==> src/rtl/uart_rx_if.sv <==
// UART receiver link bundle: serial line, flow control and RX FIFO push port.
// master = receiver side, slave = line/FIFO side.
interface uart_rx_if #(
    parameter int DataLength = 8
);
    logic                  i_rx;
    logic                  o_rts;
    logic [DataLength-1:0] o_rx_fifo_data;
    logic                  o_rx_fifo_write_en;
    logic                  i_rx_fifo_full;
    logic                  o_parity_err;
    logic                  o_frame_err;
    logic                  o_overrun_err;

    modport master (
        input  i_rx,
        input  i_rx_fifo_full,
        output o_rts,
        output o_rx_fifo_data,
        output o_rx_fifo_write_en,
        output o_parity_err,
        output o_frame_err,
        output o_overrun_err
    );

    modport slave (
        output i_rx,
        output i_rx_fifo_full,
        input  o_rts,
        input  o_rx_fifo_data,
        input  o_rx_fifo_write_en,
        input  o_parity_err,
        input  o_frame_err,
        input  o_overrun_err
    );
endinterface

==> src/rtl/uart_rx.sv <==
// Oversampled UART receiver: mid-bit sampling, optional parity, stop check,
// single-cycle FIFO push and error pulses, RTS driven from FIFO fullness.
module uart_rx #(
    parameter bit ErrorChecking = 1'b0,
    parameter bit ParityEven    = 1'b0,
    parameter int DataLength    = 8,
    parameter int OverSample    = 8,
    parameter bit FlowControl   = 1'b0
) (
    input  logic      i_clk,
    input  logic      i_rst_n,
    uart_rx_if.master bus
);
    localparam int CW = $clog2(OverSample);
    localparam int BW = $clog2(DataLength);
    localparam logic [CW-1:0] FULL_BIT = CW'(OverSample - 1);
    localparam logic [CW-1:0] HALF_BIT = CW'(OverSample / 2 - 1);
    localparam logic [BW-1:0] LAST_BIT = BW'(DataLength - 1);

    typedef enum logic [2:0] {
        S_RESET,
        S_IDLE,
        S_START,
        S_DATA,
        S_PARITY,
        S_STOP,
        S_DONE
    } state_e;

    state_e                r_state;
    logic                  r_rx_meta;
    logic                  r_rx_s;
    logic                  r_rts;
    logic [CW-1:0]         r_clk_cnt;
    logic [BW-1:0]         r_bit_cnt;
    logic [DataLength-1:0] r_shift;
    logic [DataLength-1:0] r_data;
    logic                  r_par;
    logic                  r_stop;
    logic                  r_brk;
    logic                  r_we;
    logic                  r_perr;
    logic                  r_ferr;
    logic                  r_oerr;
    logic                  w_tick;
    logic                  w_par_ok;

    assign w_tick   = (r_clk_cnt == '0);
    assign w_par_ok = (r_par == ((^r_shift) ^ ~ParityEven));

    always_ff @(posedge i_clk or negedge i_rst_n) begin
        if (!i_rst_n) begin
            r_rx_meta <= 1'b1;
            r_rx_s    <= 1'b1;
        end else begin
            r_rx_meta <= bus.i_rx;
            r_rx_s    <= r_rx_meta;
        end
    end

    always_ff @(posedge i_clk or negedge i_rst_n) begin
        if (!i_rst_n) begin
            r_rts <= 1'b0;
        end else begin
            r_rts <= FlowControl ? ~bus.i_rx_fifo_full : 1'b1;
        end
    end

    always_ff @(posedge i_clk or negedge i_rst_n) begin
        if (!i_rst_n) begin
            r_state   <= S_RESET;
            r_clk_cnt <= FULL_BIT;
            r_bit_cnt <= '0;
            r_shift   <= '0;
            r_data    <= '0;
            r_par     <= 1'b0;
            r_stop    <= 1'b0;
            r_brk     <= 1'b0;
            r_we      <= 1'b0;
            r_perr    <= 1'b0;
            r_ferr    <= 1'b0;
            r_oerr    <= 1'b0;
        end else begin
            r_we   <= 1'b0;
            r_perr <= 1'b0;
            r_ferr <= 1'b0;
            r_oerr <= 1'b0;
            unique case (r_state)
                S_RESET: r_state <= S_IDLE;
                // After a framing error the line must go idle before a new start bit counts
                S_IDLE: begin
                    if (r_brk) begin
                        if (r_rx_s) r_brk <= 1'b0;
                    end else if (!r_rx_s) begin
                        r_clk_cnt <= HALF_BIT;
                        r_state   <= S_START;
                    end
                end
                S_START: begin
                    if (!w_tick) begin
                        r_clk_cnt <= r_clk_cnt - CW'(1);
                    end else if (r_rx_s) begin
                        r_state <= S_IDLE;
                    end else begin
                        r_clk_cnt <= FULL_BIT;
                        r_bit_cnt <= '0;
                        r_state   <= S_DATA;
                    end
                end
                S_DATA: begin
                    if (!w_tick) begin
                        r_clk_cnt <= r_clk_cnt - CW'(1);
                    end else begin
                        r_shift[r_bit_cnt] <= r_rx_s;
                        r_clk_cnt          <= FULL_BIT;
                        if (r_bit_cnt == LAST_BIT) begin
                            r_state <= ErrorChecking ? S_PARITY : S_STOP;
                        end else begin
                            r_bit_cnt <= r_bit_cnt + BW'(1);
                        end
                    end
                end
                S_PARITY: begin
                    if (!w_tick) begin
                        r_clk_cnt <= r_clk_cnt - CW'(1);
                    end else begin
                        r_par     <= r_rx_s;
                        r_clk_cnt <= FULL_BIT;
                        r_state   <= S_STOP;
                    end
                end
                S_STOP: begin
                    if (!w_tick) begin
                        r_clk_cnt <= r_clk_cnt - CW'(1);
                    end else begin
                        r_stop  <= r_rx_s;
                        r_state <= S_DONE;
                    end
                end
                S_DONE: begin
                    r_state <= S_IDLE;
                    if (!r_stop) begin
                        r_ferr <= 1'b1;
                        r_brk  <= 1'b1;
                    end else if (ErrorChecking && !w_par_ok) begin
                        r_perr <= 1'b1;
                    end else if (bus.i_rx_fifo_full) begin
                        r_oerr <= 1'b1;
                    end else begin
                        r_we   <= 1'b1;
                        r_data <= r_shift;
                    end
                end
                default: r_state <= S_IDLE;
            endcase
        end
    end

    assign bus.o_rts              = r_rts;
    assign bus.o_rx_fifo_data     = r_data;
    assign bus.o_rx_fifo_write_en = r_we;
    assign bus.o_parity_err       = r_perr;
    assign bus.o_frame_err        = r_ferr;
    assign bus.o_overrun_err      = r_oerr;
endmodule

==> src/flat_wrapper.sv <==
// flat-port wrapper written by rule: the top's interface ports become plain ports
module uart_rx_flat 
#(
    parameter bit ErrorChecking = 1'b0,
    parameter bit ParityEven    = 1'b0,
    parameter int DataLength    = 8,
    parameter int OverSample    = 8,
    parameter bit FlowControl   = 1'b0
)
  (i_clk, i_rst_n, bus_i_rx, bus_i_rx_fifo_full, bus_o_rts, bus_o_rx_fifo_data, bus_o_rx_fifo_write_en, bus_o_parity_err, bus_o_frame_err, bus_o_overrun_err);
  uart_rx_if #(.DataLength(DataLength)) bus_i ();
  input  logic i_clk;
  input  logic i_rst_n;
  input wire logic [$bits(bus_i.i_rx)-1:0] bus_i_rx;
  input wire logic [$bits(bus_i.i_rx_fifo_full)-1:0] bus_i_rx_fifo_full;
  output wire logic [$bits(bus_i.o_rts)-1:0] bus_o_rts;
  output wire logic [$bits(bus_i.o_rx_fifo_data)-1:0] bus_o_rx_fifo_data;
  output wire logic [$bits(bus_i.o_rx_fifo_write_en)-1:0] bus_o_rx_fifo_write_en;
  output wire logic [$bits(bus_i.o_parity_err)-1:0] bus_o_parity_err;
  output wire logic [$bits(bus_i.o_frame_err)-1:0] bus_o_frame_err;
  output wire logic [$bits(bus_i.o_overrun_err)-1:0] bus_o_overrun_err;
  assign bus_i.i_rx = bus_i_rx;
  assign bus_i.i_rx_fifo_full = bus_i_rx_fifo_full;
  assign bus_o_rts = bus_i.o_rts;
  assign bus_o_rx_fifo_data = bus_i.o_rx_fifo_data;
  assign bus_o_rx_fifo_write_en = bus_i.o_rx_fifo_write_en;
  assign bus_o_parity_err = bus_i.o_parity_err;
  assign bus_o_frame_err = bus_i.o_frame_err;
  assign bus_o_overrun_err = bus_i.o_overrun_err;
  uart_rx #(.ErrorChecking(ErrorChecking), .ParityEven(ParityEven), .DataLength(DataLength), .OverSample(OverSample), .FlowControl(FlowControl)) u_core (.i_clk(i_clk), .i_rst_n(i_rst_n), .bus(bus_i));
endmodule
==> config.mk <==
export PLATFORM = sky130hd
export DESIGN_NAME = uart_rx_flat
export DESIGN_NICKNAME = d
export VERILOG_FILES = /design/src/rtl/uart_rx_if.sv /design/src/rtl/uart_rx.sv /design/src/flat_wrapper.sv
export SDC_FILE = /design/constraint.sdc
export NUM_CORES = 1
export LEC_CHECK = 0
export CAP_MARGIN = 5
export CELL_PAD_IN_SITES_DETAIL_PLACEMENT = 1
export CELL_PAD_IN_SITES_GLOBAL_PLACEMENT = 1
export CORE_ASPECT_RATIO = 0.5
export CORE_MARGIN = 1.5
export CORE_UTILIZATION = 45
export CTS_CLUSTER_DIAMETER = 40
export DETAILED_ROUTE_END_ITERATION = 12
export MAX_ROUTING_LAYER = met4
export PLACE_DENSITY_LB_ADDON = 0.25
export SLEW_MARGIN = 5
export SYNTH_ARGS = -nofsm -noshare
export SYNTH_HDL_FRONTEND = slang
export SYNTH_SLANG_ARGS = --single-unit
==> constraint.sdc <==
create_clock -name i_clk -period 1.99 [get_ports i_clk]
set_input_delay 0.2985 -clock i_clk [delete_from_list [all_inputs] [get_ports i_clk]]
set_output_delay 0.2985 -clock i_clk [all_outputs]
set_load 0.05 [all_outputs]
; Word level (Yosys, flattened, before mapping)
; Index checks and enable logic that the tools add are counted.
[word_totals]
out_inout_bits = 13
memories = 0
regBits = 33
latch_bits = 0
word_cells = 86
romBits = 0
inputBits = 4
mem_bits_rw = 0
[op_classes]
div_mod_pow = 0
n_lt_le_gt_ge = 2
shift = 0
n_bitwise = 1
add_sub_neg = 2
muxes = 36
n_reduce_logical = 13
eq_ne = 19
mul = 0
[ops]
columns = cell, count
row1 = 3-bit 2-to-1 mux, 17
row2 = 3-bit one-hot mux with 5 select lines, 1
row3 = 3-bit equality test (second input constant), 4
row4 = 1-bit 2-to-1 mux, 12
row5 = 2-bit != test (second input constant), 6
row6 = 3-bit one-hot mux with 4 select lines, 1
row7 = 2-bit by 1-bit != test with 1-bit output (second input constant), 5
row8 = 5-bit AND reduction, 2
row9 = 8-bit bitwise mux, 1
row10 = 7-bit AND reduction, 1
row11 = 3-bit by 2-bit equality test with 1-bit output (second input constant), 2
row12 = 3-bit one-hot mux with 2 select lines, 1
row13 = 2-bit AND reduction, 3
row14 = 3-bit by 4-bit less-than comparator with 1-bit output (second input constant), 1
row15 = 2-bit nonzero test, 2
row16 = 4-bit nonzero test, 1
row17 = 3-bit by 1-bit adder with 3-bit output (second input constant), 1
row18 = 1-bit demux with 3-bit select, 1
row19 = 3-bit by 1-bit equality test with 1-bit output (second input constant), 1
row20 = 3-bit by 1-bit >= comparator with 1-bit output (second input constant), 1
row21 = 3-bit zero test, 1
row22 = 3-bit != test (second input constant), 1
row23 = 3-bit AND reduction, 1
row24 = 3-bit by 1-bit subtractor with 3-bit output (second input constant), 1
row25 = 5 further kinds, 5

; Logic depth before layout (Yosys ltp)
[logic_depth]
depth_word = 5
ltp_mapped = 7
mapped_depth_nobuf = 6

; Worst setup path after synthesis
; No wires, ideal clock.
[synth_timing]
path_type = reg-to-reg
startpoint = register u_core.r_clk_cnt[0]
endpoint = register u_core.r_shift[1]
setup_ns = 0.125
slack_ns = 0.240
t_arrival_ns = 1.626
t_required_ns = 1.865
n_path_buf = 1
path_stages_with_launch = 8
synth_period_minus_slack_ns = 1.750
cell_sequence = dfstp_2 > inv_1 > ha_1 > nor2b_1 > buf_4 > and2b_4 > nand3_1 > mux2_2
[synth_between]
elab_chain_len = 2
[synth_lines]
columns = item, line_no
row1 = "start, declared", uart_rx.sv:34  ; logic [CW-1:0] r_clk_cnt;
row2 = "start signal, assigned", uart_rx.sv:101  ; r_clk_cnt <= r_clk_cnt - CW'(1);
row3 = "start signal, assigned", uart_rx.sv:112  ; r_clk_cnt <= r_clk_cnt - CW'(1);
row4 = "start signal, assigned", uart_rx.sv:125  ; r_clk_cnt <= r_clk_cnt - CW'(1);
row5 = 3-bit zero test, uart_rx.sv:48  ; assign w_tick = (r_clk_cnt == '0);
row6 = 2-bit AND reduction (no line), -
row7 = "end signal, assigned by index", uart_rx.sv:114  ; r_shift[r_bit_cnt] <= r_rx_s;
row8 = "end, declared", uart_rx.sv:36  ; logic [DataLength-1:0] r_shift;
; Every way passes these cells.
; A chain may end at the register's enable or synchronous reset.

; Worst setup path after layout
[layout_timing]
startpoint = register u_core.r_clk_cnt[0]
endpoint = register u_core.r_state[0]
[layout_between]
elab_chain_len = 3
elab_cells_between_ends = 6
cone_classes = eq/ne: 4 / reduce/logical: 2
[layout_lines]
columns = item, line_no
row1 = 3-bit zero test *, uart_rx.sv:48
row2 = 2-bit by 1-bit != test with 1-bit output (no line), -
row3 = 7-bit AND reduction (no line) *, -
row4 = "end signal, assigned", uart_rx.sv:117  ; r_state <= ErrorChecking ? S_PARITY : S_STOP;
row5 = "end, declared", uart_rx.sv:30  ; state_e r_state;
; Every way passes the cells marked *; elsewhere a longest branch is shown, timed or not.

==> results.yml <==
outcome:
  outcome: "completed"
synthesis:
  synth_nets: 147
  synth_top_area_cell: "dfrtp_1"
  ys_ff_latch: 33
  synth_area_per_cell_sq_um: 12.1
  synth-seq-area-share_pct: 49.4
  synth_common_cells: "dfrtp_1, mux2_2, nor2_1"
  async_reset_ff_share_pct: 100
  synth_edf_count: 0
  ys_dominant_reg_cell: "dfrtp_1"
  yosys_warnings: 0
  ys_types: 47
  synthTopCellsByArea: "dfrtp_1, mux2_2, dfstp_2, ha_1, buf_4"
  synthCells: 139
  synth.top_cell.area_share_pct: 41.6
  yosysMostFrequentCell: "dfrtp_1"
  synth_area_sq_um: 1680
setup_path:
  arrival_ps: 2060
  crit_path_start_kind: "flip-flop"
  crit_path_end_kind: "flip-flop"
  cp_max_fo: 6
  crit_type: "reg -> reg"
  required_ps: 2210
  slowest_delay_ps: 520
  crit_path_cell_trace: "inv_1, ha_1, nor2b_2, buf_4, a21o_2, a21oi_1, a2bb2oi_1"
  worst_path_max_delay_cell: "dfstp_2"
clock_tree:
  holdBufCountCts: 0
  cts_buffers: 5
  clk_pin_slew_ps: 70
  cts-resized-gates: 0
  clockBufferDepth: 2
  postCtsSetupRepairBufs: 0
  htreeDepth: 2
  cts_tree: "yes"
  clock-sinks: 33
  clk_latency_ps: 290
  root_buffer: "clkbuf_8"
sta:
  slew_viol_final: 0
  relSlewSlack_pct: 66.2
  rsz0062_at_grt: "false"
  finalHoldViolCount: 0
  clock_skew_ps: 3.98
  worst_pin_slew_ps: 505
  fin_ws_ps: 151
  fin_crit_sh_pct: 92.4
  tns_ps: 0
  setup_violations: 0
  fmax_mhz: 544
  period_minus_slack_ps: 1840
floorplanning:
  rows: 15
  die_area_sq_um: 4140
  die_w_um: 89.5
  start_util_pct: 48.0
  fp.dieH_um: 46.3
  top_level_ports: 17
  core-area_sq_um: 3510
layout:
  multi_input_area_sq_um: 758
  seq_area_sq_um: 832
  diodes: 0
  final_core_util_pct: 57.0
  drive_gt1_share_pct: 33.5
  area_growth_pct: 18.7
  layout.cells.non_filler: 212
  nNetsFinal: 168
  fillCellCount: 379
pwr:
  p_leak_uw: 0.000897
  peakVddDrop_v: 0.000514
  powerDensity_nw_per_um2: 1190
  power_uw: 2380
route:
  drtIter0Drc: 27
  vias_per_cell: 5.20
  vias: 1103
  ant_nets: 0
  drt_pass1_iterations: 4
  wl_per_cell_um: 16.1
  drc: 0
  drt-total-wl_um: 3420
place:
  gp_congestion: 0.780
  io_buffers: 15
  pre_cts_slack_ps: 70.0
  post-dp-hpwl_um: 2420
  dp.cells: 204
global_routing:
  gr-usage-all-layers_pct: 19.7
  grt_pass1_vias: 1144
  grt_max_degree: 34
  overflow: 0
  grt_pass1_wl_um: 5600
  antenna_found_initial: 0
worst_hold_path:
  hold_path.class: "reg -> reg"
flow_run:
  max-cap-violations: 0
==> worst max-delay path: cells and delay by family, from the launching register on <==
kind,cells,cell delay (ps)
compound gates,3,540
flops,1,520
fa+ha+maj,1,260
simple gates,1,220
buf+inv,2,220
==> through the flow <==
stage | instance area (sq um) | hold WS [ps]
finish | 2000 | 360
global route | 2000 | 368
CTS | 2000 | 362
detailed placement | 1880 | 352
global placement | 1880 | 347
floorplan | 1680 | 2.91
==> per-layer routing <==
metal | vias up | wire (um) | track usage, %
li1 | 536 | - | -
met1 | 547 | 1580 | 23.3
met2 | 15 | 1680 | 32.9
met3 | 5 | 116 | 5.91
met4 | 0 | 40 | 6.46
met5 | - | 0 | -
==> cell usage in the layout, fill, tap and decap left out, drive strengths merged, types with 3 or more instances in the layout <==
cell           synthesis  routed
nand3                  4       4
mux2                  19      19
buf                    9       9
dfrtp                 28      28
clkbuf                 0       7
nor3b                  3       3
ha                     4       4
nand2                  7       7
nor2b                  4       4
o21ai                  8       8
a22o                   5       5
dfstp                  5       5
inv                    3       3
a21oi                  3       3
clkdlybuf4s50          0      15
nor2                   9       9
==> worst paths after layout <==
check / startpoint / end / slack [ps] / cells past startpoint
worst max-delay path: u_core.r_clk_cnt[0] / u_core.r_state[0] / 150 / 7
max in group asynchronous: i_rst_n / u_core.r_clk_cnt[2] / 1250 / 2
worst max register to register: u_core.r_clk_cnt[0] / u_core.r_state[0] / 150 / 7
min in group asynchronous: i_rst_n / u_core.r_brk / 410 / 2
worst min-delay path: u_core.r_rx_meta / u_core.r_rx_s / 360 / 0
worst min register to register: u_core.r_rx_meta / u_core.r_rx_s / 360 / 0
==> kinds of logic (layout without fill, tap and decap cells) <==
kind of cell	count (synthesis)	count (layout)	share of synthesized area, %
AO/OA/AOI/OAI	25	25	10.9
XOR/XNOR	1	1	0.520
adder cells (fa/ha/maj)	4	4	2.97
buffers and inverters	13	35	5.72
flip-flops	33	33	49.4
multiplexers	19	19	12.9
other	2	2	0.446
AND/OR/NAND/NOR	42	42	17.1
==> registers in the layout (all words and copies together) (netlist names), 3 cells and up <==
signal and flops:
u_core.bus.o_rx_fifo_data 8, u_core.r_bit_cnt 3, u_core.r_clk_cnt 3, u_core.r_shift 8, u_core.r_state 3
==> power breakdown <==
| part | total, uW | switching (uW) | internal [uW] | leakage [uW] |
|---|---|---|---|---|
| Sequential | 936 | 104 | 832 | 0.000422 |
| Combinational | 782 | 400 | 383 | 0.000416 |
| Clock | 662 | 254 | 408 | 0.0000585 |
| Total | 2380 | 758 | 1620 | 0.000897 |
==> layout make-up <==
type	count	share of cell area, %
Tap cell	51	3.19
Clock inverter	1	1.50
Clock buffer	7	4.32
Sequential cell	33	41.6
Multi-Input combinational cell	93	37.9
Inverter	3	0.563
Timing Repair Buffer	24	10.9
(Power assumes the default switching activity.)
